[src/rtl/push_pop_sequencer.sv]
// Multi-register push/pop sequencer: walks a push mask (ascending) then a pop mask
// (descending), issuing one stack-segment word access per selected register.
module push_pop_sequencer #(
  parameter int unsigned BP_SKIP_BIT = 5
) (
  input  logic        clk,
  input  logic        reset,
  input  logic        ce,
  input  logic        start,
  input  logic [15:0] push_mask,
  input  logic [15:0] pop_mask,
  input  logic [15:0] sp_in,
  output logic [3:0]  reg_sel,
  input  logic [15:0] reg_rdata,
  output logic        reg_we,
  output logic [15:0] reg_wdata,
  output logic        bus_req,
  output logic        bus_write,
  output logic [15:0] bus_addr,
  output logic [15:0] bus_wdata,
  input  logic        bus_ack,
  input  logic [15:0] bus_rdata,
  output logic        busy,
  output logic        done,
  output logic        sp_we,
  output logic [15:0] sp_out
);

  localparam logic [3:0] SKIP = 4'(BP_SKIP_BIT);

  typedef enum logic [1:0] {IDLE, SCAN, BUS, DONE} state_t;

  state_t      state, state_nx;
  logic [15:0] push_m, push_nx, pop_m, pop_nx, sp, sp_nx;
  logic [3:0]  cur, cur_nx, push_idx, pop_idx;
  logic        req_nx, wr_nx, busy_nx, done_nx, sp_we_nx;
  logic [15:0] addr_nx, wdata_nx, sp_out_nx;

  always_comb begin
    push_idx = '0;
    for (int unsigned i = 16; i > 0; i--) begin
      if (push_m[i-1]) push_idx = 4'(i - 1);
    end
    pop_idx = '0;
    for (int unsigned i = 0; i < 16; i++) begin
      if (pop_m[i]) pop_idx = 4'(i);
    end
  end

  // reg_sel is combinational in SCAN so the register file can present the push
  // operand in the same cycle it is captured into bus_wdata.
  always_comb begin
    reg_sel   = (state == SCAN) ? ((push_m != '0) ? push_idx : pop_idx) : cur;
    reg_we    = ce && !reset && (state == BUS) && !bus_write && bus_ack;
    reg_wdata = reg_we ? bus_rdata : '0;
  end

  always_comb begin
    state_nx  = state;
    push_nx   = push_m;
    pop_nx    = pop_m;
    sp_nx     = sp;
    cur_nx    = cur;
    req_nx    = bus_req;
    wr_nx     = bus_write;
    addr_nx   = bus_addr;
    wdata_nx  = bus_wdata;
    busy_nx   = busy;
    done_nx   = 1'b0;
    sp_we_nx  = 1'b0;
    sp_out_nx = sp_out;
    unique case (state)
      IDLE: begin
        if (start) begin
          busy_nx = 1'b1;
          push_nx = push_mask;
          pop_nx  = pop_mask;
          sp_nx   = sp_in;
          if (push_mask == '0 && pop_mask == '0) begin
            state_nx  = DONE;
            done_nx   = 1'b1;
            sp_we_nx  = 1'b1;
            sp_out_nx = sp_in;
          end else begin
            state_nx = SCAN;
          end
        end
      end
      SCAN: begin
        if (push_m != '0) begin
          cur_nx   = push_idx;
          sp_nx    = sp - 16'd2;
          addr_nx  = sp - 16'd2;
          wr_nx    = 1'b1;
          wdata_nx = reg_rdata;
          req_nx   = 1'b1;
          state_nx = BUS;
        end else if (pop_m != '0) begin
          if (pop_idx == SKIP) begin
            pop_nx[pop_idx] = 1'b0;
            sp_nx           = sp + 16'd2;
          end else begin
            cur_nx   = pop_idx;
            addr_nx  = sp;
            wr_nx    = 1'b0;
            req_nx   = 1'b1;
            state_nx = BUS;
          end
        end else begin
          state_nx  = DONE;
          done_nx   = 1'b1;
          sp_we_nx  = 1'b1;
          sp_out_nx = sp;
        end
      end
      BUS: begin
        if (bus_ack) begin
          req_nx   = 1'b0;
          state_nx = SCAN;
          if (bus_write) begin
            push_nx[cur] = 1'b0;
          end else begin
            pop_nx[cur] = 1'b0;
            sp_nx       = sp + 16'd2;
          end
        end
      end
      DONE: begin
        busy_nx  = 1'b0;
        state_nx = IDLE;
      end
      default: state_nx = IDLE;
    endcase
  end

  always_ff @(posedge clk) begin
    if (reset) begin
      state     <= IDLE;
      push_m    <= '0;
      pop_m     <= '0;
      sp        <= '0;
      cur       <= '0;
      bus_req   <= 1'b0;
      bus_write <= 1'b0;
      bus_addr  <= '0;
      bus_wdata <= '0;
      busy      <= 1'b0;
      done      <= 1'b0;
      sp_we     <= 1'b0;
      sp_out    <= '0;
    end else if (ce) begin
      state     <= state_nx;
      push_m    <= push_nx;
      pop_m     <= pop_nx;
      sp        <= sp_nx;
      cur       <= cur_nx;
      bus_req   <= req_nx;
      bus_write <= wr_nx;
      bus_addr  <= addr_nx;
      bus_wdata <= wdata_nx;
      busy      <= busy_nx;
      done      <= done_nx;
      sp_we     <= sp_we_nx;
      sp_out    <= sp_out_nx;
    end
  end

endmodule

[config.mk]
export PLATFORM = sky130hd
export DESIGN_NAME = push_pop_sequencer
export DESIGN_NICKNAME = d
export VERILOG_FILES = /design/src/rtl/push_pop_sequencer.sv
export SDC_FILE = /design/constraint.sdc
export NUM_CORES = 1
export LEC_CHECK = 0
export BUFFER_PORTS_ARGS = -buffer_cell sky130_fd_sc_hd__buf_2
export CORE_MARGIN = 4
export CORE_UTILIZATION = 48
export CTS_CLUSTER_SIZE = 14
export DETAILED_ROUTE_END_ITERATION = 10
export PLACE_DENSITY = 0.73
export SYNTH_ARGS = -nofsm -noshare
export SYNTH_HDL_FRONTEND = slang
export SYNTH_SLANG_ARGS = --single-unit
[constraint.sdc]
create_clock -name clk -period 4.2 [get_ports clk]
set_input_delay 1.05 -clock clk [delete_from_list [all_inputs] [get_ports clk]]
set_output_delay 1.05 -clock clk [all_outputs]
set_load 0.02 [all_outputs]
Yosys cells after proc, flatten, opt, wreduce, memory -nomap -nowiden --
Index checks and enable logic that the tools add are counted.
Storage, ports and cells: register bits 106, bits in latches 0, memory bits (writable) 0, memory bits (read-only) 0, input bits 85, logic and storage cells 159, memories 0
Cells by class: $add $sub $neg 2, $mul 0, divide/modulo/power cells 0, magnitude comparators 4, eq/ne operators 18, shift-type cells 0, multiplexer cells 89, bitwise operators 5, reductions and logical operators 29
Operator list (count):
- $mux W16 | 23
- $mux W4 | 35
- $pmux W16 S3 | 2
- $pmux W16 S2 | 2
- $and A16 B16 Y16 | 3
- $logic_not A16 Y1 | 2
- $not A16 Y16 | 2
- $reduce_bool A16 Y1 | 2
- $add A16 B2 Y16 const B | 1
- $ne A2 B2 Y1 const B | 8
- $sub A16 B2 Y16 const B | 1
- $mux W1 | 15
- $mux W2 | 6
- $lt A4 B5 Y1 const B | 2
- $reduce_and A5 Y1 | 2
- $reduce_bool A2 Y1 | 5
- $demux W1 S4 | 2
- $ge A4 B1 Y1 const B | 2
- $pmux W2 S4 | 1
- $reduce_and A4 Y1 | 2
- $reduce_and A8 Y1 | 1
- $logic_and A1 B1 Y1 | 7
- $reduce_and A7 Y1 | 1
- $ne A3 B1 Y1 const B | 2
- other kinds (12) | 18

Logic depth before layout (Yosys ltp) --
depth after elaboration 25, depth in mapped cells 10, depth with buffers taken out 8

Least setup slack after synthesis --
OpenSTA, ideal clock, no wires.
path kind in2out, from in reset, to out reg_wdata[10], arrival 2271 ps, setup slack 879 ps, stages on the path 4, buffers on the path 2, cell sequence clkbuf_1 nor3_1 clkbuf_1 and2_1
Between the ends: word-level cells in the longest chain between the ends 6
Ends and longest elaborated chain:
- start, declared | line 7 | input logic reset,
- $logic_not A1 Y1 | line 54 | reg_we = ce && !reset && (state == BUS) && !bus_write && bus_ack;
- $logic_and A1 B1 Y1 (4 in a row) | line 54
- named net reg_we | line 15 | output logic reg_we,
- $mux W16 | line 55 | reg_wdata = reg_we ? bus_rdata : '0;
- end, declared | line 16 | output logic [15:0] reg_wdata,
The timed path passes the listed nets, and every way through them passes these cells.

Worst setup path after layout --
from reg pop_m[9], to out reg_sel[2]
Between the ends: word-level cells in the longest chain between the ends 9
Ends and longest elaborated chain:
- start, declared | line 34 | logic [15:0] push_m, push_nx, pop_m, pop_nx, sp, sp_nx;
- start signal, assigned | line 154 | pop_m <= pop_nx;
- $mux W4 (7 in a row) | line 46 | if (pop_m[i]) pop_idx = 4'(i);
- $mux W4 (2 in a row) | line 53 | reg_sel = (state == SCAN) ? ((push_m != '0) ? push_idx : pop_idx) : cur;
- end, declared | line 13 | output logic [3:0] reg_sel,
Every way passes these cells.

==> qor.yml <==
status: "finished clean"
clockRootBuffer: "clkbuf_16"
vias: 7004
dp_hpwl_um: 15600
p_int_mw: 1.897
yosysSeqAreaShare: 0.3242
slew_headroom: 0.2656
cp-start-kind: "register"
min_period_over_period: 0.8348
rows: 42
yosys.area_share.simple: 0.2554
fin_setup_tns_ps: 0
synthCells: 837
synth_xor_area_frac: 0.02409
cp_max_fo: 7
initial_core_util: 0.4923
drv_cap: 0
seqPwrFrac: 0.401
syn-num-nets: 929
synth-async-reset-ratio: 0
area_growth_pct: 17.40
layout-drive-gt1-share: 0.2484
tightest_slew_ps: 1097
finalPower_mw: 2.974
cts_resized: 0
synth_top_family_by_area: "compound AO/OA/AOI/OAI gates"
postCtsSetupBuffers: 0
worst-setup-path-type: "register to output pin"
ir_drop_mv: 0.3063
antenna_found_initial: 0
die_w_um: 124.8
switching_share: 0.3620
syn_area_per_cell_sq_um: 7.820
antenna_left: 0
crit_path_end_kind: "output pin"
netlist_top_cells_area: "dfxtp_1 32%, a21oi_1 5.6%, nand2_1 5.4%, o21ai_0 3.7%, nor2_1 3.3%"
finClkSkew_ps: 7.458
p_leak_nw: 3.199
cp.required_ps: 3150
cp_cell_sequence: "or4_2 -> o211ai_1 -> nand2_1 -> a21boi_0 -> mux2_2 -> buf_2"
dr.first_iter.drc_count: 590
clockBufferDepth: 2
grt_max_degree: 45
totalWireLength_um: 21490
grt_pass1_vias: 6472
critPathSlowestCell: "or4_2"
max_freq_mhz: 285.2
nFillCells: 1280
final_nets: 1046
grt_pass1_wl_um: 34050
muxShareOfSynthArea: 0.06022
coreArea_sq_um: 13300
arrival_ps: 2460
cts_buffers: 9
synth_area_sq_um: 6545
synth_enable_flop_cells: 0
insertion_delay_ps: 360
ys_seq_elements: 106
period_needed_ps: 3506
drc: 0
clock-sinks: 106
finalHoldViolCount: 0
synth_common_cells: "106 x dfxtp_1, 95 x nand2_1, 73 x a21oi_1"
gp_congestion: 1.060
yosysMostFrequentCell: "dfxtp_1"
crit_path_max_incr_delay_ps: 740
ys.flop_type: "dfxtp_1"
clkSlewWorstSetupHoldPaths_ps: 70
n_antenna_cell: 0
hold_path_class: "register to register"
synth_top_area_share: 0.3242
synth_fa_ha_area_frac: 0.01338
grtUsageTotal: 0.2637
synth_compound_area_frac: 0.2587
yosysWarnings: 0
hold_buffers: 0
overflow: 0
p_clk_frac: 0.292
cts_tree: "done"
ys_types: 76
cts_htree_levels: 3
portBuffers: 158
setup_viol: 0
dieArea_sq_um: 15570
wl_per_cell_um: 18.95
ios: 159
p_switching_mw: 1.076
fp.dieH_um: 124.8
p_comb_frac: 0.307
synth_area_leader_cell: "dfxtp_1"
viasPerCell: 6.176
rsz0062_at_grt: "false"
powerDensity_nw_per_um2: 387.0
firstDrtPassIters: 5
slew_viol_final: 0
-- worst max-delay path, delay by kind of cell, from the launching register on --
family	cells	cell delay, ps
compound gates	2	480
simple gates	2	810
flops	1	410
mux	1	230
buf+inv	1	170
-- routing by layer --
layer	share of wire	up-vias	track usage
li1	-	3335	-
met1	0.42	3255	0.3395
met2	0.46	349	0.4167
met3	0.089	65	0.06990
met4	0.035	0	0.1122
met5	0	-	0
-- worst paths after layout --
check,start,endpoint,slack (ps),depth (start not counted)
worst max-delay path,pop_m[9]$_SDFFE_PP0P_,reg_sel[2],690,6
worst min-delay path,bus_wdata[7]$_SDFFE_PP0P_,bus_wdata[7]$_SDFFE_PP0P_,450,2
worst max register to register,state[1]$_SDFFE_PP0P_,bus_addr[11]$_SDFFE_PP0P_,1220,9
worst min register to register,bus_wdata[7]$_SDFFE_PP0P_,bus_wdata[7]$_SDFFE_PP0P_,450,2
-- area by class of cell --
type | count | area, sq um | area share
multi-input combinational | 634 | 4011 | 0.5221
sequential | 106 | 2122 | 0.2762
timing repair buffer | 177 | 933.4 | 0.1215
clock buffer | 9 | 225.2 | 0.02931
tap | 176 | 220.2 | 0.02866
inverter | 26 | 97.59 | 0.01270
clock inverter | 6 | 73.82 | 0.009608
-- logic make-up after synthesis --
family,Yosys count
flip-flops,106
adder cells (fa/ha/maj),7
AO/OA/AOI/OAI,247
AND/OR/NAND/NOR,325
buffers and inverters,97
XOR/XNOR,18
multiplexers,37
-- power by group through the flow --
stage / Combinational, mW / Sequential [mW] / Clock, mW
floorplan: 0.643 / 1.20 / 0
global placement: 0.902 / 1.21 / 0
detailed placement: 0.898 / 1.21 / 0
CTS: 0.904 / 1.19 / 0.888
global route: 0.993 / 1.20 / 0.934
finish: 0.913 / 1.19 / 0.867
-- through the flow --
step                      instance area [sq um]  hold slack [ps]  setup WS, ps  std cells    util
final                                      7684            453.1         693.6       1134  0.5779
after global routing                       7684            471.2         573.8       1134  0.5779
after CTS                                  7684            453.8         714.0       1134  0.5779
after detailed placement                   7385            443.0          1134       1119  0.5554
after global placement                     7385            439.6          1170       1119  0.5554
after floorplan                            6545            454.1         879.4        837       -
-- flip-flops by register name, summed over array words and instances, names as in the netlist --
register and cells:
sp 16, cur 4, sp_out 16, bus_req 1, sp_we 1, bus_wdata 16
push_m 16, bus_write 1, pop_m 16, busy 1, bus_addr 16, state 2
-- placed cells by master (no fill, tap or decap), types with 5 or more instances in the layout --
cell type,instances
buf_2,158
dfxtp_1,106
nand2_1,95
a21oi_1,73
nor2_1,57
o21ai_0,49
nand3_1,37
nor3_1,29
inv_1,24
and2_1,20
mux2_2,19
a211oi_1,19
buf_4,19
mux2i_1,18
nor4_1,16
a311oi_1,15
xnor2_1,12
nand4_1,11
and3_1,10
a221o_1,10
o2111ai_1,9
clkbuf_16,9
nor4_2,8
o32ai_1,8
nor2b_1,7
or4_1,7
o221ai_1,7
ha_1,7
nand2b_1,6
o31ai_1,6
xor2_1,6
o211ai_1,5
Power figures use the tool's default switching activity.
